File: config.mk
export PLATFORM = sky130hd
export DESIGN_NAME = instruction_fetch_stage_flat
export DESIGN_NICKNAME = d
export VERILOG_FILES = /design/src/rtl/instruction_fetch_stage_if.sv /design/src/rtl/instruction_fetch_stage.sv /design/src/flat_wrapper.sv
export SDC_FILE = /design/constraint.sdc
export NUM_CORES = 1
export LEC_CHECK = 0
export CAP_MARGIN = 40
export CELL_PAD_IN_SITES_DETAIL_PLACEMENT = 0
export CELL_PAD_IN_SITES_GLOBAL_PLACEMENT = 1
export CORE_MARGIN = 8
export CORE_UTILIZATION = 34
export CTS_BUF_LIST = sky130_fd_sc_hd__clkbuf_8
export DETAILED_ROUTE_END_ITERATION = 12
export GPL_TIMING_DRIVEN = 1
export PLACE_DENSITY_LB_ADDON = 0.1
export RECOVER_POWER = 100
export SYNTH_ARGS = -nofsm -noshare
export SYNTH_HDL_FRONTEND = slang
export SYNTH_SLANG_ARGS = --single-unit
File: constraint.sdc
create_clock -name Clk -period 2.95 [get_ports Clk]
set_input_delay 0.4425 -clock Clk [delete_from_list [all_inputs] [get_ports Clk]]
set_output_delay 0.4425 -clock Clk [all_outputs]
set_load 0.01 [all_outputs]
File: src/rtl/instruction_fetch_stage_if.sv
// Signal bundle between the fetch stage and its neighbours: instruction memory,
// hazard/redirect control from ID/EX, the IF/ID register and its decoded fields.
interface instruction_fetch_stage_if #(
    parameter int CNT_W = 32
);
    // Instruction memory: combinational read, IMemData answers IMemAddr in the same cycle.
    logic [31:0]      IMemAddr;
    logic [31:0]      IMemData;

    // Pipeline control from hazard unit, EX and Controller.
    logic             Stall;
    logic             BranchTaken;
    logic [31:0]      BranchTarget;
    logic             Jump;
    logic             JumpReg;
    logic [31:0]      JumpRegAddr;

    // IF/ID contents. IF_ID_Valid qualifies every other IF/ID field: when it is 0
    // the register holds a bubble (nop) and downstream must not act on it. There is
    // no ready; back-pressure is expressed only through Stall.
    logic             IF_ID_Valid;
    logic [31:0]      IF_ID_Instr;
    logic [31:0]      IF_ID_PCPlus4;

    // Decoder fields sliced from IF_ID_Instr.
    logic [5:0]       OPCode;
    logic [4:0]       Rs;
    logic [4:0]       TargetReg;
    logic [4:0]       Rd;
    logic [4:0]       Shamt;
    logic [5:0]       Function;
    logic [31:0]      ImmSExt;

    // Saturating performance counters.
    logic [CNT_W-1:0] FetchCount;
    logic [CNT_W-1:0] StallCount;

    modport master (
        output IMemAddr,
        input  IMemData,
        input  Stall, BranchTaken, BranchTarget, Jump, JumpReg, JumpRegAddr,
        output IF_ID_Valid, IF_ID_Instr, IF_ID_PCPlus4,
        output OPCode, Rs, TargetReg, Rd, Shamt, Function, ImmSExt,
        output FetchCount, StallCount
    );

    modport slave (
        input  IMemAddr,
        output IMemData,
        output Stall, BranchTaken, BranchTarget, Jump, JumpReg, JumpRegAddr,
        input  IF_ID_Valid, IF_ID_Instr, IF_ID_PCPlus4,
        input  OPCode, Rs, TargetReg, Rd, Shamt, Function, ImmSExt,
        input  FetchCount, StallCount
    );
endinterface

File: src/rtl/instruction_fetch_stage.sv
// Fetch stage: PC register with prioritised redirects, IF/ID pipeline register
// with stall/flush, decoder field split and saturating fetch/stall counters.
module instruction_fetch_stage #(
    parameter logic [31:0] RESET_PC = 32'h0000_0000,
    parameter int          CNT_W    = 32
) (
    input  logic                        Clk,
    input  logic                        Rst_n,
    instruction_fetch_stage_if.master   bus
);

    logic [31:0]      pc_q,        pc_d;
    logic [31:0]      if_instr_q,  if_instr_d;
    logic [31:0]      if_pc4_q,    if_pc4_d;
    logic             if_valid_q,  if_valid_d;
    logic [CNT_W-1:0] fetch_cnt_q, fetch_cnt_d;
    logic [CNT_W-1:0] stall_cnt_q, stall_cnt_d;

    logic [31:0]      pc_plus4;
    logic             jump_take;
    logic             jr_take;
    logic             redirect;
    logic             load_valid;
    logic             stall_count_en;

    always_comb begin
        pc_plus4 = pc_q + 32'd4;
        // Jumps belong to the instruction in IF/ID, so a bubble cannot jump.
        jump_take      = bus.Jump    && if_valid_q;
        jr_take        = bus.JumpReg && if_valid_q;
        redirect       = bus.BranchTaken || jr_take || jump_take;
        load_valid     = !redirect && !bus.Stall;
        stall_count_en = !redirect && bus.Stall;

        pc_d       = pc_plus4;
        if_instr_d = bus.IMemData;
        if_pc4_d   = pc_plus4;
        if_valid_d = 1'b1;

        if (bus.BranchTaken) begin
            pc_d = {bus.BranchTarget[31:2], 2'b00};
        end else if (jr_take) begin
            pc_d = {bus.JumpRegAddr[31:2], 2'b00};
        end else if (jump_take) begin
            pc_d = {if_pc4_q[31:28], if_instr_q[25:0], 2'b00};
        end else if (bus.Stall) begin
            pc_d = pc_q;
        end

        // A redirect kills the word fetched this cycle: it is on the wrong path.
        if (redirect) begin
            if_instr_d = 32'd0;
            if_pc4_d   = 32'd0;
            if_valid_d = 1'b0;
        end else if (bus.Stall) begin
            if_instr_d = if_instr_q;
            if_pc4_d   = if_pc4_q;
            if_valid_d = if_valid_q;
        end

        fetch_cnt_d = fetch_cnt_q;
        if (load_valid && (fetch_cnt_q != {CNT_W{1'b1}})) begin
            fetch_cnt_d = fetch_cnt_q + CNT_W'(1);
        end

        stall_cnt_d = stall_cnt_q;
        if (stall_count_en && (stall_cnt_q != {CNT_W{1'b1}})) begin
            stall_cnt_d = stall_cnt_q + CNT_W'(1);
        end
    end

    always_ff @(posedge Clk or negedge Rst_n) begin
        if (!Rst_n) begin
            pc_q        <= RESET_PC;
            if_instr_q  <= 32'd0;
            if_pc4_q    <= 32'd0;
            if_valid_q  <= 1'b0;
            fetch_cnt_q <= '0;
            stall_cnt_q <= '0;
        end else begin
            pc_q        <= pc_d;
            if_instr_q  <= if_instr_d;
            if_pc4_q    <= if_pc4_d;
            if_valid_q  <= if_valid_d;
            fetch_cnt_q <= fetch_cnt_d;
            stall_cnt_q <= stall_cnt_d;
        end
    end

    assign bus.IMemAddr      = pc_q;
    assign bus.IF_ID_Valid   = if_valid_q;
    assign bus.IF_ID_Instr   = if_instr_q;
    assign bus.IF_ID_PCPlus4 = if_pc4_q;

    assign bus.OPCode    = if_instr_q[31:26];
    assign bus.Rs        = if_instr_q[25:21];
    assign bus.TargetReg = if_instr_q[20:16];
    assign bus.Rd        = if_instr_q[15:11];
    assign bus.Shamt     = if_instr_q[10:6];
    assign bus.Function  = if_instr_q[5:0];
    assign bus.ImmSExt   = {{16{if_instr_q[15]}}, if_instr_q[15:0]};

    assign bus.FetchCount = fetch_cnt_q;
    assign bus.StallCount = stall_cnt_q;

endmodule

File: src/flat_wrapper.sv
// flat-port wrapper written by rule: the top's interface ports become plain ports
module instruction_fetch_stage_flat 
#(
    parameter logic [31:0] RESET_PC = 32'h0000_0000,
    parameter int          CNT_W    = 32
)
  (Clk, Rst_n, bus_IMemAddr, bus_IMemData, bus_Stall, bus_BranchTaken, bus_BranchTarget, bus_Jump, bus_JumpReg, bus_JumpRegAddr, bus_IF_ID_Valid, bus_IF_ID_Instr, bus_IF_ID_PCPlus4, bus_OPCode, bus_Rs, bus_TargetReg, bus_Rd, bus_Shamt, bus_Function, bus_ImmSExt, bus_FetchCount, bus_StallCount);
  instruction_fetch_stage_if #(.CNT_W(CNT_W)) bus_i ();
  input  logic Clk;
  input  logic Rst_n;
  output wire logic [$bits(bus_i.IMemAddr)-1:0] bus_IMemAddr;
  input wire logic [$bits(bus_i.IMemData)-1:0] bus_IMemData;
  input wire logic [$bits(bus_i.Stall)-1:0] bus_Stall;
  input wire logic [$bits(bus_i.BranchTaken)-1:0] bus_BranchTaken;
  input wire logic [$bits(bus_i.BranchTarget)-1:0] bus_BranchTarget;
  input wire logic [$bits(bus_i.Jump)-1:0] bus_Jump;
  input wire logic [$bits(bus_i.JumpReg)-1:0] bus_JumpReg;
  input wire logic [$bits(bus_i.JumpRegAddr)-1:0] bus_JumpRegAddr;
  output wire logic [$bits(bus_i.IF_ID_Valid)-1:0] bus_IF_ID_Valid;
  output wire logic [$bits(bus_i.IF_ID_Instr)-1:0] bus_IF_ID_Instr;
  output wire logic [$bits(bus_i.IF_ID_PCPlus4)-1:0] bus_IF_ID_PCPlus4;
  output wire logic [$bits(bus_i.OPCode)-1:0] bus_OPCode;
  output wire logic [$bits(bus_i.Rs)-1:0] bus_Rs;
  output wire logic [$bits(bus_i.TargetReg)-1:0] bus_TargetReg;
  output wire logic [$bits(bus_i.Rd)-1:0] bus_Rd;
  output wire logic [$bits(bus_i.Shamt)-1:0] bus_Shamt;
  output wire logic [$bits(bus_i.Function)-1:0] bus_Function;
  output wire logic [$bits(bus_i.ImmSExt)-1:0] bus_ImmSExt;
  output wire logic [$bits(bus_i.FetchCount)-1:0] bus_FetchCount;
  output wire logic [$bits(bus_i.StallCount)-1:0] bus_StallCount;
  assign bus_IMemAddr = bus_i.IMemAddr;
  assign bus_i.IMemData = bus_IMemData;
  assign bus_i.Stall = bus_Stall;
  assign bus_i.BranchTaken = bus_BranchTaken;
  assign bus_i.BranchTarget = bus_BranchTarget;
  assign bus_i.Jump = bus_Jump;
  assign bus_i.JumpReg = bus_JumpReg;
  assign bus_i.JumpRegAddr = bus_JumpRegAddr;
  assign bus_IF_ID_Valid = bus_i.IF_ID_Valid;
  assign bus_IF_ID_Instr = bus_i.IF_ID_Instr;
  assign bus_IF_ID_PCPlus4 = bus_i.IF_ID_PCPlus4;
  assign bus_OPCode = bus_i.OPCode;
  assign bus_Rs = bus_i.Rs;
  assign bus_TargetReg = bus_i.TargetReg;
  assign bus_Rd = bus_i.Rd;
  assign bus_Shamt = bus_i.Shamt;
  assign bus_Function = bus_i.Function;
  assign bus_ImmSExt = bus_i.ImmSExt;
  assign bus_FetchCount = bus_i.FetchCount;
  assign bus_StallCount = bus_i.StallCount;
  instruction_fetch_stage #(.RESET_PC(RESET_PC), .CNT_W(CNT_W)) u_core (.Clk(Clk), .Rst_n(Rst_n), .bus(bus_i));
endmodule
=== Yosys cells after proc, flatten, opt, wreduce, memory -nomap -nowiden ===
Cells that the tools add are included.

* Equal/unequal tests: 4
* Mux-type cells: 9
* Add/sub/neg operators: 3
* Reductions and logical operators: 10

{| class="wikitable"
|+ Operator list
! operator !! number
|-
| $mux 32 || 7
|-
| $add 32x1->32 const B || 2
|-
| $ne 32x32->1 const B || 2
|-
| $add 32x3->32 const B || 1
|-
| $logic_and 1x1->1 || 6
|-
| $ne 4x1->1 const B || 1
|-
| $logic_not 1->1 || 2
|-
| $logic_or 1x1->1 || 2
|-
| $mux 1 || 2
|-
| $ne 2x1->1 const B || 1
|}

* Bits of input ports: 102
* Flip-flop bits (word level): 161
* Logic and storage cells: 32

=== Logic depth before layout (Yosys ltp) ===
* Depth after elaboration: 6
* Depth in mapped cells: 7
* Gate-level depth less buffers: 6

=== Worst setup path after synthesis ===
No wires, ideal clock.

* Path kind: register to register
* Start: register u_core.fetch_cnt_q[2] (netlist: u_core.bus.FetchCount[2])
* End: register u_core.fetch_cnt_q[29] (netlist: u_core.bus.FetchCount[29])
* Period minus slack after synthesis: 2.207 ns
* Setup time: 0.079 ns
* Stages on the path, launching flop included: 7
* Required time: 2.871 ns
* Slack: 0.743 ns
* Arrival: 2.127 ns
* Cell sequence: dfrtp_1 > buf_2 > nand3_1 > or4_4 > a2111o_4 > nor4_4 > xor2_1

* Longest elaborated chain between the ends: 2

{| class="wikitable"
|+ RTL lines
! what !! line !! source
|-
| start: declaration || instruction_fetch_stage.sv:16 || <nowiki>logic [CNT_W-1:0] fetch_cnt_q, fetch_cnt_d;</nowiki>
|-
| start signal: assignment || instruction_fetch_stage.sv:85 || <nowiki>fetch_cnt_q <= fetch_cnt_d;</nowiki>
|-
| parallel branches: the longest is 2 deep, another holds $add 32x1->32 || - ||
|}

Parallel ways; which one is timed is not known.
A chain may end at the register's enable or synchronous reset.

=== Worst setup path in the final report ===
* Start: input port bus_Jump
* End: register u_core.stall_cnt_q[26] (netlist: u_core.bus.StallCount[26])

* Longest elaborated chain between the ends: 5

{| class="wikitable"
|+ RTL lines
! what !! line !! source
|-
| start: declaration || flat_wrapper.sv:16 || <nowiki>input wire logic [$bits(bus_i.Jump)-1:0] bus_Jump;</nowiki>
|-
| $logic_and 1x1->1 || instruction_fetch_stage.sv:29 || <nowiki>jump_take = bus.Jump && if_valid_q;</nowiki>
|-
| $logic_or 1x1->1 || instruction_fetch_stage.sv:31 || <nowiki>redirect = bus.BranchTaken || jr_take || jump_take;</nowiki>
|-
| $logic_not 1->1 || instruction_fetch_stage.sv:33 || <nowiki>stall_count_en = !redirect && bus.Stall;</nowiki>
|-
| $logic_and 1x1->1 || instruction_fetch_stage.sv:33 ||
|-
| $logic_and 1x1->1 || instruction_fetch_stage.sv:67 || <nowiki>if (stall_count_en && (stall_cnt_q != {CNT_W{1'b1}})) begin</nowiki>
|-
| end signal: assignment || instruction_fetch_stage.sv:86 || <nowiki>stall_cnt_q <= stall_cnt_d;</nowiki>
|-
| end: declaration || instruction_fetch_stage.sv:17 || <nowiki>logic [CNT_W-1:0] stall_cnt_q, stall_cnt_d;</nowiki>
|}

Every way passes these cells.

==> impl_metrics.toml <==
[flow_run]
drv_cap = 1

[pwr]
power.density_nw_per_um2 = 482
p_leak_nw = 5.45
p_comb_share_pct = 25.9
p_switching_w = 0.00197
intPower_w = 0.00388
clkPwrFrac_pct = 28.1
swShare_pct = 33.6
seqPwrFrac_pct = 46.1
peakVddDrop_v = 0.000196

[final_layout]
final_common_cell = "dlygate4sd3_1"
most-common-layout-cells = "225 x dlygate4sd3_1, 158 x dfrtp_1, 94 x clkdlybuf4s50_1, 73 x nand2_1, 53 x xnor2_1"
area_delta_synth_final_pct = 40.7
layout-drive-gt1-share_pct = 6.48
nets = 1249
n_antenna_cell = 0
final_util_pct = 48.4

[die]
num_rows = 58
die_width_um = 175
core_um2 = 25000
die_h_um = 175
ioPinCount = 327
start_util_pct = 34.4
design.die.area_um2 = 30700

[route]
drtIter0Drc = 621
vias_per_cell = 5.34
drc = 0
dr.pass1.iters = 4
ant_nets = 0
vias = 7941
wl_per_cell_um = 21.7
routed_wl_um = 32200

[timing]
final-hold-violation-count = 0
max_freq_mhz = 375
fin_crit_sh_pct = 90.3
skew_ns = 0.0239
finalSetupViolCount = 0
report.final.slew_viol_count = 19
rsz0062_at_grt = "false"
finalSetupTns_ns = 0
slew_headroom_pct = -0.0909
worst_pin_slew_ns = 1.50
finalCriticalPeriod_ns = 2.66

[global_routing]
grt-ovfl-total = 0
grt_pass1_vias = 8178
grt_usage_pct = 20.6
antenna_found_initial = 1
grt_pass1_wl_um = 49600
grt_max_degree = 53

[clocking]
cts_tree = "yes"
root_buffer = "clkbuf_8"
cts-buffers-inserted = 17
clk_latency_ns = 0.46
cts_sinks = 158
cts.clk_slew.worst_paths_ns = 0.09
htree_levels = 4
post_cts_buffers = 0
clockBufferDepth = 2

[worst_hold_path]
hp-class = "flip-flop to flip-flop"

[worst_setup_path]
crit_required_ns = 3.29
critPathLaunchType = "primary input"
crit_path_max_fanout = 20
path_class = "primary input to flip-flop"
worstSetupEndpointType = "flip-flop"
arrival_ns = 3.00

[synthesis]
synth.top_cell.area_share_pct = 45.9
synth_cells = 885
synth_edf_count = 0
ys_types = 65
ys_seq_area_share_pct = 45.9
yosysTopAreaCell = "dfrtp_1"
synth_warnings = 0
synth-seq-cells = 158
ys.flop_type = "dfrtp_1"
synthTopCellsByArea = "dfrtp_1 46%, buf_4 5.8%, xnor2_1 5.4%"
ys_async_sr_fraction_pct = 100
synth_area_um2 = 8620
synth.avg_cell_area_um2 = 9.74

[place]
portBuffers = 320
gp_congestion = 0.806
dpl.hpwl_um = 23900

[status]
failed_checks = "capacitance limit, slew limit"
status = "complete, but fails checks"
-- state kept, by name (all words and copies together), names as in the netlist --
register and flops:
u_core.bus.StallCount 32, u_core.bus.FetchCount 32, u_core.bus.IF_ID_Valid 1, u_core.bus.IMemAddr 30, u_core.bus.IF_ID_PCPlus4 31, u_core.bus.IF_ID_Instr 32
-- critical path, stage by stage --
cell	delay, ns
dlygate4sd3_1	0.59
o21a_1	0.21
clkbuf_1	0.23
nor2_2	0.85
clkbuf_1	0.36
nand4_1	0.17
xnor2_1	0.16
-- power by group through the flow --
stage               clock (W)  combinational, W  sequential (W)
floorplan                   0          0.000661         0.00275
global placement            0           0.00163         0.00274
detailed placement          0           0.00164         0.00275
CTS                   0.00168           0.00165         0.00270
global route          0.00178           0.00164         0.00274
finish                0.00164           0.00151         0.00269
-- timing repair --
action | 4_1_cts | 5_1_grt
gates resized for setup | 0 | 0
hold endpoints to repair | 44 | 0
hold buffers | 1 | 0
-- cells in the mapped netlist (all sizes together) (2+ instances only) --
cell type / instances
dfrtp: 158
buf: 73
nand2: 73
xnor2: 53
nand3: 47
nand4: 47
clkbuf: 45
o21ai: 43
a22o: 42
nor2: 35
xor2: 34
nor3: 25
nor4: 23
and3: 21
a21oi: 20
o22ai: 19
and4: 12
inv: 12
and2: 10
mux2i: 7
or4: 7
a221oi: 6
a31oi: 6
nand2b: 5
nor2b: 5
or3: 5
a21o: 4
a221o: 4
o221ai: 4
o31ai: 4
a2111oi: 3
ha: 3
a211oi: 2
a21boi: 2
a2bb2oi: 2
a31o: 2
mux2: 2
o211ai: 2
-- final timing paths --
check / start / to / slack (ns) / cells after the start
setup reg to reg: u_core.bus.FetchCount[0] / u_core.bus.FetchCount[25] / 0.36 / 5
hold reg to reg: u_core.bus.IF_ID_PCPlus4[24] / u_core.bus.IF_ID_PCPlus4[24] / 0.48 / 2
setup / recovery: bus_Jump / u_core.bus.StallCount[26] / 0.29 / 7
max in group asynchronous: Rst_n / u_core.bus.IMemAddr[8] / 0.53 / 3
hold / removal: u_core.bus.IF_ID_PCPlus4[24] / u_core.bus.IF_ID_PCPlus4[24] / 0.48 / 2
min in group asynchronous: Rst_n / u_core.bus.FetchCount[22] / 0.88 / 2
-- through the flow --
stage | setup WS, ns | instance area (um2) | cells | hold WS [ns] | total power (W)
6_report | 0.286 | 12100 | 1487 | 0.477 | 0.00584
3_3_place_gp | 0.289 | 11900 | 1454 | 0.462 | 0.00437
2_1_floorplan | 0.743 | 8620 | 886 | 0.147 | 0.00342
3_5_place_dp | 0.238 | 11900 | 1454 | 0.458 | 0.00439
4_1_cts | 0.475 | 12300 | 1487 | 0.491 | 0.00604
5_1_grt | 0.170 | 12100 | 1487 | 0.510 | 0.00615
-- per-layer routing --
metal / GRT usage, % / vias to the layer above / share of wire, %
li1: - / 3711 / -
met1: 26.2 / 3937 / 45
met5: 0 / - / 0.040
met2: 33.9 / 277 / 47
met4: 3.71 / 2 / 0.67
met3: 6.93 / 14 / 7.6
-- cell type report --
type	instances	area, um2
multi-input combinational	598	3880
timing repair buffer	357	3450
tap	330	413
clock buffer	19	262
inverter	12	45.0
clock inverter	13	130
sequential	158	3950
fill	2451	12900
-- cell families (layout without fill, tap and decap cells) --
kind of cell,count (synthesis),count (layout),share of synthesized area (%)
AND/OR/NAND/NOR,320,320,20.6
AO/OA/AOI/OAI,177,177,14.5
adder cells (fa/ha/maj),3,3,0.436
buffers and inverters,130,401,8.62
other,1,2,0.0435
XOR/XNOR,87,87,8.84
multiplexers,9,9,1.07
flip-flops,158,158,45.9
(Power assumes the default switching activity.)
